[config.mk]
export PLATFORM = sky130hd
export DESIGN_NAME = serial_subtractor
export DESIGN_NICKNAME = d
export VERILOG_FILES = /design/src/rtl/serial_subtractor_pkg.sv /design/src/rtl/full_subtractor.sv /design/src/rtl/half_subtractor.sv /design/src/rtl/serial_subtractor.sv
export SDC_FILE = /design/constraint.sdc
export NUM_CORES = 1
export LEC_CHECK = 0
export BUFFER_PORTS_ARGS = -buffer_cell sky130_fd_sc_hd__buf_2
export CAP_MARGIN = 20
export CORE_MARGIN = 3
export CORE_UTILIZATION = 55
export DETAILED_ROUTE_END_ITERATION = 10
export GPL_TIMING_DRIVEN = 1
export PLACE_DENSITY = 0.81
export SLEW_MARGIN = 30
export SYNTH_ARGS = -nofsm -noshare
export SYNTH_HDL_FRONTEND = slang
export SYNTH_SLANG_ARGS = --single-unit
[constraint.sdc]
create_clock -name clk -period 3.1 [get_ports clk]
set_input_delay 0.31 -clock clk [delete_from_list [all_inputs] [get_ports clk]]
set_output_delay 0.31 -clock clk [all_outputs]
set_load 0.05 [all_outputs]
[src/rtl/serial_subtractor_pkg.sv]
// -----------------------------------------------------------------------------
// serial_subtractor_pkg
//   Shared definitions for the bit-serial subtractor: FSM state encoding and a
//   helper that sizes the bit counter.
// -----------------------------------------------------------------------------
package serial_subtractor_pkg;

   typedef enum logic [1:0] {
      ST_IDLE  = 2'd0,
      ST_SHIFT = 2'd1,
      ST_DONE  = 2'd2
   } state_t;

   // Bit-counter width. Never below 1 so the counter is a legal vector.
   function automatic int cnt_width(input int width);
      return (width > 1) ? $clog2(width) : 1;
   endfunction

endpackage

[src/rtl/full_subtractor.sv]
// -----------------------------------------------------------------------------
// full_subtractor
//   One-bit subtractor with borrow-in, built from two half subtractors and an
//   OR: first stage computes a - b, second subtracts the incoming borrow.
// Ports
//   a    in   minuend bit
//   b    in   subtrahend bit
//   bin  in   borrow in
//   d    out  difference bit (a ^ b ^ bin)
//   bout out  borrow out
// -----------------------------------------------------------------------------
module full_subtractor (
   input  logic a,
   input  logic b,
   input  logic bin,
   output logic d,
   output logic bout
);

   logic d1;
   logic b1;
   logic b2;

   half_subtractor u_hs0 (
      .a    (a),
      .b    (b),
      .d    (d1),
      .bout (b1)
   );

   // Second stage borrows when (a ^ b) == 0 and a borrow is coming in.
   half_subtractor u_hs1 (
      .a    (d1),
      .b    (bin),
      .d    (d),
      .bout (b2)
   );

   // The two stages can never both borrow, so OR is the full borrow.
   assign bout = b1 | b2;

endmodule

[src/rtl/half_subtractor.sv]
// -----------------------------------------------------------------------------
// half_subtractor
//   One-bit subtractor without borrow-in: d = a - b, bout set when a < b.
// Ports
//   a    in   minuend bit
//   b    in   subtrahend bit
//   d    out  difference bit
//   bout out  borrow out
// -----------------------------------------------------------------------------
module half_subtractor (
   input  logic a,
   input  logic b,
   output logic d,
   output logic bout
);

   assign d    = a ^ b;
   assign bout = ~a & b;

endmodule

[src/rtl/serial_subtractor.sv]
// -----------------------------------------------------------------------------
// serial_subtractor
//   Bit-serial unsigned subtractor: diff = a - b (mod 2^WIDTH), processed LSB
//   first over WIDTH clocks through a single full_subtractor and one borrow
//   flop. Start/busy/done handshake; back-to-back starts accepted from DONE.
// Parameters
//   WIDTH   operand/result width, >= 2
// Ports
//   clk     in   rising-edge clock
//   rst_n   in   synchronous reset, active low
//   start   in   request, sampled only when not busy
//   a, b    in   operands, captured on the accepting edge
//   busy    out  high while shifting
//   done    out  one-cycle pulse, diff/borrow valid
//   diff    out  result, held until the next completion
//   borrow  out  final borrow, 1 iff a < b
// -----------------------------------------------------------------------------
module serial_subtractor
   import serial_subtractor_pkg::*;
#(
   parameter int WIDTH = 8
) (
   input  logic             clk,
   input  logic             rst_n,
   input  logic             start,
   input  logic [WIDTH-1:0] a,
   input  logic [WIDTH-1:0] b,
   output logic             busy,
   output logic             done,
   output logic [WIDTH-1:0] diff,
   output logic             borrow
);

   localparam int CW = cnt_width(WIDTH);

   state_t           state;
   state_t           state_nxt;
   logic             accept;
   logic             last;

   logic [WIDTH-1:0] a_sh;
   logic [WIDTH-1:0] b_sh;
   // Holds the WIDTH-1 already computed bits; the final bit comes straight
   // from the cell on the completion edge.
   logic [WIDTH-2:0] d_sh;
   logic [WIDTH-2:0] d_sh_nxt;
   logic             br;
   logic [CW-1:0]    cnt;

   logic             d;
   logic             bout;

   full_subtractor u_fsub (
      .a    (a_sh[0]),
      .b    (b_sh[0]),
      .bin  (br),
      .d    (d),
      .bout (bout)
   );

   assign last = (cnt == CW'(WIDTH - 1));

   // NOTE: sequential state is updated with non-blocking assignments so every
   // flop samples pre-edge values regardless of block ordering.
   always_ff @(posedge clk) begin
      if (!rst_n) state <= ST_IDLE;
      else        state <= state_nxt;
   end

   // NOTE: every output of this block gets a default first so no path leaves
   // a signal unassigned, which would infer a latch.
   always_comb begin
      state_nxt = state;
      accept    = 1'b0;
      case (state)
         ST_IDLE: begin
            if (start) begin
               accept    = 1'b1;
               state_nxt = ST_SHIFT;
            end
         end
         ST_SHIFT: begin
            if (last) state_nxt = ST_DONE;
         end
         ST_DONE: begin
            // A start here is taken immediately, skipping IDLE.
            if (start) begin
               accept    = 1'b1;
               state_nxt = ST_SHIFT;
            end else begin
               state_nxt = ST_IDLE;
            end
         end
         default: state_nxt = ST_IDLE;
      endcase
   end

   // Result bits enter at the top and move down one place per cycle.
   always_comb begin
      d_sh_nxt            = d_sh >> 1;
      d_sh_nxt[WIDTH-2]   = d;
   end

   always_ff @(posedge clk) begin
      if (!rst_n) begin
         a_sh   <= '0;
         b_sh   <= '0;
         d_sh   <= '0;
         br     <= 1'b0;
         cnt    <= '0;
         diff   <= '0;
         borrow <= 1'b0;
      end else if (accept) begin
         a_sh <= a;
         b_sh <= b;
         br   <= 1'b0;
         cnt  <= '0;
      end else if (state == ST_SHIFT) begin
         a_sh <= a_sh >> 1;
         b_sh <= b_sh >> 1;
         d_sh <= d_sh_nxt;
         br   <= bout;
         cnt  <= cnt + CW'(1);
         if (last) begin
            diff   <= {d, d_sh};
            borrow <= bout;
         end
      end
   end

   // Decoded from the state flop only, never from start.
   assign busy = (state == ST_SHIFT);
   assign done = (state == ST_DONE);

endmodule

==> results.md, run 1 <==
* First-pass GRT wire length at 5150 um
* Final number of hold-violating endpoints at 0
* EDFF count, synth at 0
* Gpl congestion at 0.690
* Fin crit share at 0.562
* Via count at 1,312
* Largest net degree at the start of global routing at 38
* CTS tree: built
* Number of global-route vias before repair at 1,234
* Worst hold path type: in -> reg
* Reg2Reg Depth at 5
* Layout cells sized above 1 at 0.191
* Die area at 0.00342 mm2
* Minimum clock period at 1.74 ns
* Post-route cell area at 0.00167 mm2
* Crit. End Element: output port
* Die height at 58.4 um
* Mapped Cells at 179
* Synth Register Bits at 38
* Final Total Pwr at 0.891 mW
* HPWL Detailed at 2070 um
* Sequential area share after synthesis at 0.503
* Dpl ws at 1.40 ns
* Most frequent cells in the layout: nand2_1 (46), dfxtp_1 (38), buf_2 (29)
* DP Cell Count at 226
* CTS resizes at 0
* Crit path DAT at 1.43 ns
* Hold-fix buffers at CTS at 0
* H-tree depth at 2
* Number of routed nets with antenna violations at 0
* Fill cells at 223
* Initial antenna violation count at 0
* Worst vdd ir at 394 uV
* Hold Path Stages at 3
* Fin Clk Skew at 0.0131 ns
* Outcome: complete, no violations
* Final setup viols at 0
* Req. time, crit path at 2.79 ns
* Hold Path End: a_sh[7]$_SDFFE_PN0P_
* Number of clock sinks at 38
* Starting Density at 0.594
* Fmax at 574 MHz
* WHS at 0.217 ns
* RSZ-0062 raised after global routing: false
* Max Buffers Root-to-Sink at 2
* Util after Layout at 0.657
* Worst relative slew slack at 0.420
* FF-to-FF setup slack at 1.40 ns
* # DRC at 0
* I/O Buffers at 29
* Starting DRT DRC Count at 63
* Core Rows at 18
* Synth warn at 0
* Slew @ Worst Pin at 0.869 ns
* Core area at 0.00254 mm2
* Skew-Pair Late Insertion Delay at 0.34 ns
* WL/cell at 13.2 um
* Placed Area at 0.00161 mm2
* PwrDens at 532 mW/mm2
* Min-delay src: a[7]
* Final #Nets at 225
* Final Max Tran Viols at 0
* Reg-to-reg endpoint: diff[5]$_SDFFE_PN0P_
* Area grow syn2layout at 10.6%
* Drt via density at 5.61
* Clock transition at path regs at 0.11 ns
* Routed Wire Length at 3090 um
* Max-cap violations at 0
* Most frequent standard cell in the layout excluding fill and tap cells: nand2_1
* Avg Inst Size Synth at 8.45 um2
* I/O Pins at 30
* Slack of the critical path at 1.36 ns
* GRT Resource Usage Total at 0.199
* Critical path class: reg -> out
* Synth unique cells at 30
* Synth Net Count at 201
* CP Launch Type: register
* Top FF cell, synth: dfxtp_1
* Leak Pwr at 0.652 nW
* Pre-antenna DRT Iters at 4
* Share of flip-flops with an asynchronous set or reset at 0
* Die width at 58.4 um
* Post-CTS Setup Inserts at 0
* Worst-path maximum fanout at 37
* Gr ovfl total at 0
* TritonCTS Buffers at 5
* Clock root buffer: clkbuf_4
* Post-synth design cell area at 0.00151 mm2
* TNS Setup at 0 ns
* Antenna diodes at 0
* Post-route insts no fill at 234
* FF-to-FF Start: cnt[0]$_SDFFE_PP0P_
-- state kept, by name (all words and copies together) (netlist names) --
name	flops
borrow	1
br	1
diff	8
a_sh	8
state	2
cnt	3
b_sh	8
d_sh	7
-- power breakdown --
group	total [mW]	internal, mW	switching [mW]
sequential	0.524	0.511	0.0128
clock	0.264	0.110	0.154
combinational	0.103	0.0367	0.0664
-- worst max path at each step --
| stage | from | to | slack (ns) |
|---|---|---|---|
| 3_5_place_dp | cnt[0]$_SDFFE_PP0P_ | diff[0]$_SDFFE_PN0P_ | 1.40 |
| 3_3_place_gp | cnt[0]$_SDFFE_PP0P_ | diff[6]$_SDFFE_PN0P_ | 1.47 |
| 4_1_cts | state[1]$_SDFFE_PN0P_ | busy | 1.34 |
| 2_1_floorplan | state[1]$_SDFFE_PN0P_ | done | 1.77 |
| 5_1_grt | state[0]$_SDFFE_PN0P_ | br$_SDFFE_PP0P_ | 1.23 |
| 6_report | state[1]$_SDFFE_PN0P_ | busy | 1.36 |
-- layout make-up --
class                      count  area [um2]  area share
clock inverter                 1        5.00     0.00299
sequential                    38         761       0.455
timing repair buffer          30         153      0.0912
tap                           30        37.5      0.0224
inverter                       4        20.0      0.0120
clock buffer                   7        55.1      0.0329
multi-input combinational    124         642       0.384
-- per-layer routing --
metal  wire [um]  global-route usage  part of all wire
met1        1370               0.227              0.44
met2        1460               0.335              0.47
met3         207              0.0746             0.067
met4          48              0.0795             0.016
met5           0                   0                 0
-- logic make-up after synthesis --
family                   after synthesis  synth area share
buffers and inverters                 17            0.0728
flip-flops                            38             0.503
AND/OR/NAND/NOR                       72             0.203
adder cells (fa/ha/maj)                3            0.0298
multiplexers                           1           0.00662
XOR/XNOR                               1           0.00579
AO/OA/AOI/OAI                         47             0.179
-- worst max-delay path: stages, from the launching register on --
cell and delay, ns:
dfxtp_1 0.35, nand2b_1 0.19, clkinv_4 0.24, buf_2 0.30
-- synthesized netlist by cell type (2+ instances only) --
library cell | n | area share
nand3_1 | 10 | 0.033
nor2_1 | 4 | 0.0099
o21ai_0 | 7 | 0.023
o22ai_1 | 3 | 0.012
buf_4 | 2 | 0.0099
dfxtp_1 | 38 | 0.50
nand2_1 | 46 | 0.11
clkbuf_1 | 3 | 0.0074
inv_1 | 3 | 0.0074
buf_2 | 3 | 0.0099
nand2b_1 | 2 | 0.0083
a31oi_1 | 10 | 0.041
ha_1 | 2 | 0.017
a21oi_1 | 20 | 0.066
buf_6 | 4 | 0.030
nor3_1 | 7 | 0.023
o21ai_1 | 2 | 0.0066
No activity file was read; power rests on OpenSTA's default activity.
==> inputs of run 2 (changes only) <==
--- a/config.mk
+++ b/config.mk
@@ -5,13 +5,14 @@
 export SDC_FILE = /design/constraint.sdc
 export NUM_CORES = 1
 export LEC_CHECK = 0
+export ABC_AREA = 1
 export BUFFER_PORTS_ARGS = -buffer_cell sky130_fd_sc_hd__buf_2
 export CAP_MARGIN = 20
 export CORE_MARGIN = 3
-export CORE_UTILIZATION = 55
+export CORE_UTILIZATION = 54
 export DETAILED_ROUTE_END_ITERATION = 10
 export GPL_TIMING_DRIVEN = 1
-export PLACE_DENSITY = 0.81
+export PLACE_DENSITY = 0.78
 export SLEW_MARGIN = 30
 export SYNTH_ARGS = -nofsm -noshare
 export SYNTH_HDL_FRONTEND = slang
==> constraint.sdc (replaced) <==
create_clock -name clk -period 1.82 [get_ports clk]
set_input_delay 0.182 -clock clk [delete_from_list [all_inputs] [get_ports clk]]
set_output_delay 0.182 -clock clk [all_outputs]
set_load 0.05 [all_outputs]
==> run 2 against run 1 <==
  * Hold slack got worse by 0.18 ns
  * Routed wire length increased by 1.4%
  * Clock skew is 0.0027 ns higher
  * Count of clock-buffer cells in the layout fell by 1
  * Largest cell class unchanged
  * Combinational power increased by 140%
  * Non-clock buffer count is 1 higher
  * Clock power increased by 77%
  * Sequential share of layout area down 5.8 points
==> results.md, run 2 <==
* Min-delay src: b[7]
* Number of global-route vias before repair at 1,294 (+4.9%)
* Max-cap violations at 0 (unchanged)
* Reg2Reg Depth at 8 (+3)
* Hold Path End: b_sh[7]$_SDFFE_PN0P_
* Starting DRT DRC Count at 72 (+14%)
* Outcome: complete, no violations
* Minimum clock period at 1.65 ns
* Gpl congestion at 0.800 (+16%)
* Final setup viols at 0 (unchanged)
* CTS resizes at 0 (unchanged)
* Synth Register Bits at 38 (unchanged)
* Slew @ Worst Pin at 0.253 ns (-0.616 ns)
* CP Launch Type: register
* Synth warn at 0 (unchanged)
* Top-area cell type share of the netlist area at 0.442 (-0.0607)
* Pre-antenna DRT Iters at 5 (+1)
* Hold-fix buffers at CTS at 0 (unchanged)
* Fin Clk Skew at 0.0158 ns (+0.00272 ns)
* Clock transition at path regs at 0.12 ns (about the same)
* Most frequent cells in the layout: nor2_1 (48), nand2_1 (38), dfxtp_1 (38)
* Core area at 0.00290 mm2 (+14%)
* Initial antenna violation count at 0 (unchanged)
* Worst vdd ir at 422 uV (+7.0%)
* Cell with the most instances after synthesis: nor2_1
* HPWL Detailed at 2150 um (+3.7%)
* Area grow syn2layout at 11.6%
* Crit path DAT at 1.47 ns (+0.04 ns)
* Area leader, netlist: dfxtp_1
* GRT Resource Usage Total at 0.175 (-0.0241)
* Gr ovfl total at 0 (unchanged)
* Avg Inst Size Synth at 7.38 um2 (-13%)
* Placed Area at 0.00186 mm2 (+15%)
* Routed Wire Length at 3130 um (+1.4%)
* Util after Layout at 0.662 (+0.00445)
* Post-route cell area at 0.00192 mm2 (+15%)
* Commonest cells in the netlist: nor2_1 (48), dfxtp_1 (38), nand2_1 (38), inv_1 (29), o21ai_0 (23)
* Fin crit share at 0.909
* First-pass GRT wire length at 5500 um (+6.7%)
* Req. time, crit path at 1.64 ns (-1.15 ns)
* Top FF cell, synth: dfxtp_1
* Worst-path maximum fanout at 25 (-32%)
* Die area at 0.00390 mm2 (+14%)
* Post-synth design cell area at 0.00172 mm2 (+14%)
* Final Max Tran Viols at 0 (unchanged)
* Die height at 62.4 um (+6.8%)
* TritonCTS Buffers at 5 (unchanged)
* Reg-to-reg endpoint: b_sh[2]$_SDFFE_PN0P_
* Mapped Cells at 233 (+30%)
* I/O Pins at 30 (unchanged)
* Top Registers: a_sh: 8 flops, b_sh: 8 flops, diff: 8 flops
* Worst relative slew slack at 0.831 (+0.411)
* Die width at 62.4 um (+6.8%)
* CTS tree: built
* Top Family by Delay on Critical Path: buffers and inverters
* Clock root buffer: clkbuf_4
* Final number of hold-violating endpoints at 0 (unchanged)
* EDFF count, synth at 0 (unchanged)
* Drt via density at 4.62 (-18%)
* Layout cells sized above 1 at 0.209 (+0.0179)
* Crit. End Element: output port
* Crit-path slowest cell: dfxtp_1
* Skew-Pair Late Insertion Delay at 0.35 ns (about the same)
* Share of flip-flops with an asynchronous set or reset at 0 (unchanged)
* Starting Density at 0.593 (-0.00121)
* RSZ-0062 raised after global routing: false
* H-tree depth at 2 (unchanged)
* Worst path max stage delay at 0.33 ns (-0.02 ns)
* FF-to-FF Start: state[0]$_SDFFE_PN0P_
* Worst hold path type: in -> reg
* Hold Path Stages at 3 (unchanged)
* Fmax at 604 MHz
* WL/cell at 10.3 um (-22%)
* Sequential area share after synthesis at 0.442 (-0.0607)
* Post-CTS Setup Inserts at 0 (unchanged)
* Antenna diodes at 0 (unchanged)
* Via count at 1,410 (+7.5%)
* Most frequent standard cell in the layout excluding fill and tap cells: nor2_1
* Final Total Pwr at 1.62 mW (+82%)
* I/O Buffers at 29 (unchanged)
* Final #Nets at 284 (+26%)
* Number of clock sinks at 38 (unchanged)
* Number of routed nets with antenna violations at 0 (unchanged)
* Crit path buffers/inverters at 3 (+1)
* Top cells by area, synth: dfxtp_1 (44%), nor2_1 (10%), nand2_1 (8.3%)
* CP Cell Sequence: inv_2 > nand2_8 > clkinv_2 > buf_2
* Core Rows at 19 (+1)
* Leak Pwr at 0.962 nW (+47%)
* Critical path class: reg -> out
* # DRC at 0 (unchanged)
* Largest net degree at the start of global routing at 29 (-24%)
* FF-to-FF setup slack at 0.47 ns (-0.93 ns)
* Max Buffers Root-to-Sink at 2 (unchanged)
* TNS Setup at 0 ns (unchanged)
* Synth Net Count at 255 (+27%)
* PwrDens at 846 mW/mm2 (+59%)
* Synth unique cells at 24 (-20%)
==> run 2: cell families (layout without fill, tap and decap cells) <==
family          after synthesis  count (layout)  synth area share
buf+inv                      45              75             0.127
xor+xnor                      1               1           0.00509
simple gates                109             109             0.290
flops                        38              38             0.442
compound gates               37              37             0.110
fa+ha+maj                     3               3            0.0262
==> run 2: per-layer routing <==
| layer | wire length (um) | global-route usage | up-vias |
|---|---|---|---|
| met5 | 0 | 0 | - |
| met4 | 78 | 0.0992 | 0 |
| met3 | 191 | 0.0450 | 8 |
| met2 | 1290 | 0.268 | 33 |
| met1 | 1570 | 0.223 | 593 |
| li1 | - | - | 776 |
==> run 2: worst reg2reg max path, cell delays in order (launching register included) <==
cell	delay, ns
dfxtp_1	0.45
buf_4	0.21
inv_4	0.06
nand2_8	0.15
nand2_4	0.10
inv_2	0.11
nand2_1	0.06
nand2_1	0.06
nor2_1	0.03
==> run 2: where the power goes <==
| part | internal, mW | switching (mW) | total (mW) |
|---|---|---|---|
| Combinational | 0.0897 | 0.154 | 0.243 |
| Sequential | 0.883 | 0.0296 | 0.913 |
| Clock | 0.186 | 0.282 | 0.468 |
| Total | 1.16 | 0.466 | 1.62 |
==> run 2: metrics by stage <==
step / cells / hold slack [ns] / worst slack (ns)
floorplan: 233 / 0.317 / 0.542
finish: 305 / 0.0400 / 0.165
global route: 305 / 0.0398 / 0.0633
global placement: 297 / 0.409 / 0.534
detailed placement: 297 / 0.410 / 0.497
CTS: 305 / 0.0340 / 0.148
==> run 2: area by class of cell <==
type	instances	area, um2
timing repair buffer	31	160
tap	42	52.6
fill	267	981
inverter	36	140
sequential	38	761
clock inverter	2	12.5
multi-input combinational	150	742
clock buffer	6	51.3
==> run 2: how the worst max path moves through the flow <==
| stage | startpoint | endpoint | slack [ns] | cells after the start |
|---|---|---|---|---|
| 6_report | state[1]$_SDFFE_PN0P_ | busy | 0.17 | 4 |
| 5_1_grt | state[1]$_SDFFE_PN0P_ | busy | 0.06 | 4 |
| 4_1_cts | state[0]$_SDFFE_PN0P_ | busy | 0.15 | 3 |
| 3_5_place_dp | state[0]$_SDFFE_PN0P_ | b_sh[0]$_SDFFE_PN0P_ | 0.50 | 8 |
| 3_3_place_gp | state[0]$_SDFFE_PN0P_ | b_sh[1]$_SDFFE_PN0P_ | 0.53 | 8 |
| 2_1_floorplan | state[0]$_SDFFE_PN0P_ | done | 0.54 | 2 |
==> inputs of run 3 (changes only) <==
--- a/config.mk
+++ b/config.mk
@@ -5,15 +5,13 @@
 export SDC_FILE = /design/constraint.sdc
 export NUM_CORES = 1
 export LEC_CHECK = 0
-export ABC_AREA = 1
 export BUFFER_PORTS_ARGS = -buffer_cell sky130_fd_sc_hd__buf_2
 export CAP_MARGIN = 20
 export CORE_MARGIN = 3
-export CORE_UTILIZATION = 54
+export CORE_UTILIZATION = 45
 export DETAILED_ROUTE_END_ITERATION = 10
 export GPL_TIMING_DRIVEN = 1
-export PLACE_DENSITY = 0.78
-export SLEW_MARGIN = 30
+export PLACE_DENSITY = 0.68
 export SYNTH_ARGS = -nofsm -noshare
 export SYNTH_HDL_FRONTEND = slang
 export SYNTH_SLANG_ARGS = --single-unit
==> run 3 against run 2 <==
  * Maximum frequency increased by 1.6%
  * Sequential power decreased by 2.3%
  * Setup slack improved by 0.026 ns
  * Total power decreased by 9.2%
  * Sequential cell count unchanged
  * Non-clock buffer count increased by 1
==> results.md, run 3 (synthesis results as in run 1) <==
* Worst relative slew slack at 0.732 (-0.0990)
* Pre-antenna DRT Iters at 4 (-1)
* Number of routed nets with antenna violations at 0 (unchanged)
* I/O Buffers at 29 (unchanged)
* Logic pwr share at 0.121 (-0.029)
* Fmax at 614 MHz (+1.6%)
* # DRC at 0 (unchanged)
* Starting DRT DRC Count at 87 (+21%)
* DP Cell Count at 242 (-19%)
* Die area at 0.00409 mm2 (+5.0%)
* Via count at 1,290 (-8.5%)
* Fill cells at 318 (+19%)
* Max-cap violations at 0 (unchanged)
* Die height at 64.0 um (+2.5%)
* H-tree depth at 2 (unchanged)
* Number of clock sinks at 38 (unchanged)
* Dpl ws at 0.255 ns (-0.243 ns)
* HPWL Detailed at 2150 um (+0.17%)
* Crit path buffers/inverters at 2 (-1)
* Clock transition at path regs at 0.10 ns (-0.02 ns)
* Final Max Tran Viols at 0 (unchanged)
* Register share of total power at 0.604 (+0.042)
* Outcome: complete, no violations
* Critical path class: reg -> out
* TritonCTS Buffers at 5 (unchanged)
* Fin crit share at 0.895 (-0.0142)
* I/O Pins at 30 (unchanged)
* Gpl congestion at 0.733 (-8.4%)
* PwrDens at 873 mW/mm2 (+3.1%)
* Final #Nets at 227 (-20%)
* Routed Wire Length at 3110 um (-0.61%)
* Grt met1 use at 0.204 (-0.0189)
* TNS Setup at 0 ns (unchanged)
* Internal power at 1.08 mW (-6.6%)
* CTS tree: built
* CP Launch Type: register
* Crit-path slowest cell: dfxtp_1
* RSZ-0062 raised after global routing: false
* Final setup viols at 0 (unchanged)
* Post-CTS Setup Inserts at 0 (unchanged)
* Crit path DAT at 1.45 ns (-0.02 ns)
* CP Cell Sequence: nand2b_1 > clkinv_4 > buf_2
* Area grow syn2layout at 11.7%
* Crit path launch: state[0]$_SDFFE_PN0P_
* Worst hold path type: in -> reg
* GRT Max-Usage Layer: met2
* Gr ovfl total at 0 (unchanged)
* Layout cells sized above 1 at 0.190 (-0.0189)
* Number of global-route vias before repair at 1,221 (-5.6%)
* Clock root buffer: clkbuf_4
* WL/cell at 12.5 um (+22%)
* Min-delay src: a[7]
* Hold-fix buffers at CTS at 0 (unchanged)
* Drt via density at 5.18 (+12%)
* Switching Power at 0.393 mW (-16%)
* Initial antenna violation count at 0 (unchanged)
* Fin Clk Skew at 0.00737 ns (-0.00847 ns)
* Max Buffers Root-to-Sink at 2 (unchanged)
* FF-to-FF Start: cnt[0]$_SDFFE_PP0P_
* Antenna diodes at 0 (unchanged)
* CTS resizes at 0 (unchanged)
* Worst vdd ir at 532 uV (+26%)
* Skew-Pair Late Insertion Delay at 0.35 ns (about the same)
* Leak Pwr at 0.652 nW (-32%)
* Req. time, crit path at 1.64 ns (about the same)
* Worst path max stage delay at 0.41 ns (+0.08 ns)
* Core Rows at 20 (+1)
* Clock network fraction of design power at 0.275 (-0.013)
* Final number of hold-violating endpoints at 0 (unchanged)
* Minimum clock period at 1.63 ns (-0.0259 ns)
* Slack of the critical path at 0.191 ns (+0.0259 ns)
* Die width at 64.0 um (+2.5%)
* Largest net degree at the start of global routing at 38 (+31%)
* First-pass GRT wire length at 5280 um (-4.0%)
* Post-route insts no fill at 249 (-18%)
* Starting Density at 0.484 (-0.110)
* GRT Resource Usage Total at 0.168 (-0.00712)
* Most frequent standard cell in the layout excluding fill and tap cells: nand2_1
* Top Registers: a_sh: 8 flops, b_sh: 8 flops, diff: 8 flops
* Worst-path maximum fanout at 37 (+48%)
* Met2 Resource Use GR at 0.258 (-0.00958)
* Core area at 0.00313 mm2 (+7.9%)
* Met3 usage at 0.0439 (-0.00103)
* Top Family by Delay on Critical Path: buffers and inverters
* Sw Ratio at 0.266 (-0.0202)
* Most frequent cells in the layout: nand2_1 (46), dfxtp_1 (38), buf_2 (29)
* Slew @ Worst Pin at 0.402 ns (+0.149 ns)
* Crit. End Element: output port
==> run 3: cell types whose count changed in the layout (fill, tap and decap cells not counted), moves of 7 or more <==
cell | previous run | this run
nor3_1 | 0 | 7
nand2_1 | 38 | 46
nor2_1 | 48 | 4
a21oi_1 | 13 | 20
a31oi_1 | 0 | 10
inv_1 | 29 | 3
o21ai_0 | 23 | 7
==> run 3: path summary, 6_finish.rpt <==
kind / to / slack (ns) / depth (start not counted)
hold reg to reg: diff[5]$_SDFFE_PN0P_ / 0.46 / 2
hold / removal: a_sh[7]$_SDFFE_PN0P_ / 0.07 / 3
setup / recovery: busy / 0.19 / 3
setup reg to reg: diff[3]$_SDFFE_PN0P_ / 0.25 / 5
==> run 3: through the flow <==
step / utilization / total power, mW / hold WS (ns) / instance area [um2]
finish: 0.540 / 1.48 / 0.0680 / 1690
global placement: 0.526 / 1.08 / 0.427 / 1650
detailed placement: 0.526 / 1.09 / 0.440 / 1650
floorplan: - / 1.05 / 0.318 / 1510
global route: 0.540 / 1.55 / 0.0574 / 1690
CTS: 0.540 / 1.49 / 0.0632 / 1690
==> run 3: metal layers <==
layer | part of all wire | vias up
met4 | 0.026 | 0
met5 | 0 | -
met1 | 0.47 | 590
met3 | 0.050 | 7
li1 | - | 661
met2 | 0.45 | 32
==> run 3: power by group through the flow <==
stage                     Clock, mW  Combinational [mW]  Sequential [mW]
after floorplan                   0               0.149            0.905
after global placement            0               0.174            0.909
after detailed placement          0               0.180            0.912
after CTS                     0.414               0.180            0.892
after global routing          0.453               0.205            0.897
final                         0.405               0.178            0.892
==> run 3: cell type report <==
class                   instances  area, um2  share of cell area
clock buffers                   7       45.0              0.0266
well taps                      44       55.1              0.0326
multi-input cells             124        642               0.380
inverters                       4       20.0              0.0118
repair buffers                 32        168              0.0992
flip-flops and latches         38        761               0.450
==> run 3: worst reg2reg max path, cell delays in order (launching register included) <==
cell and delay [ns]:
dfxtp_1 0.36, ha_1 0.16, ha_1 0.39, nand3b_1 0.32, nand2_1 0.16, a21oi_1 0.08
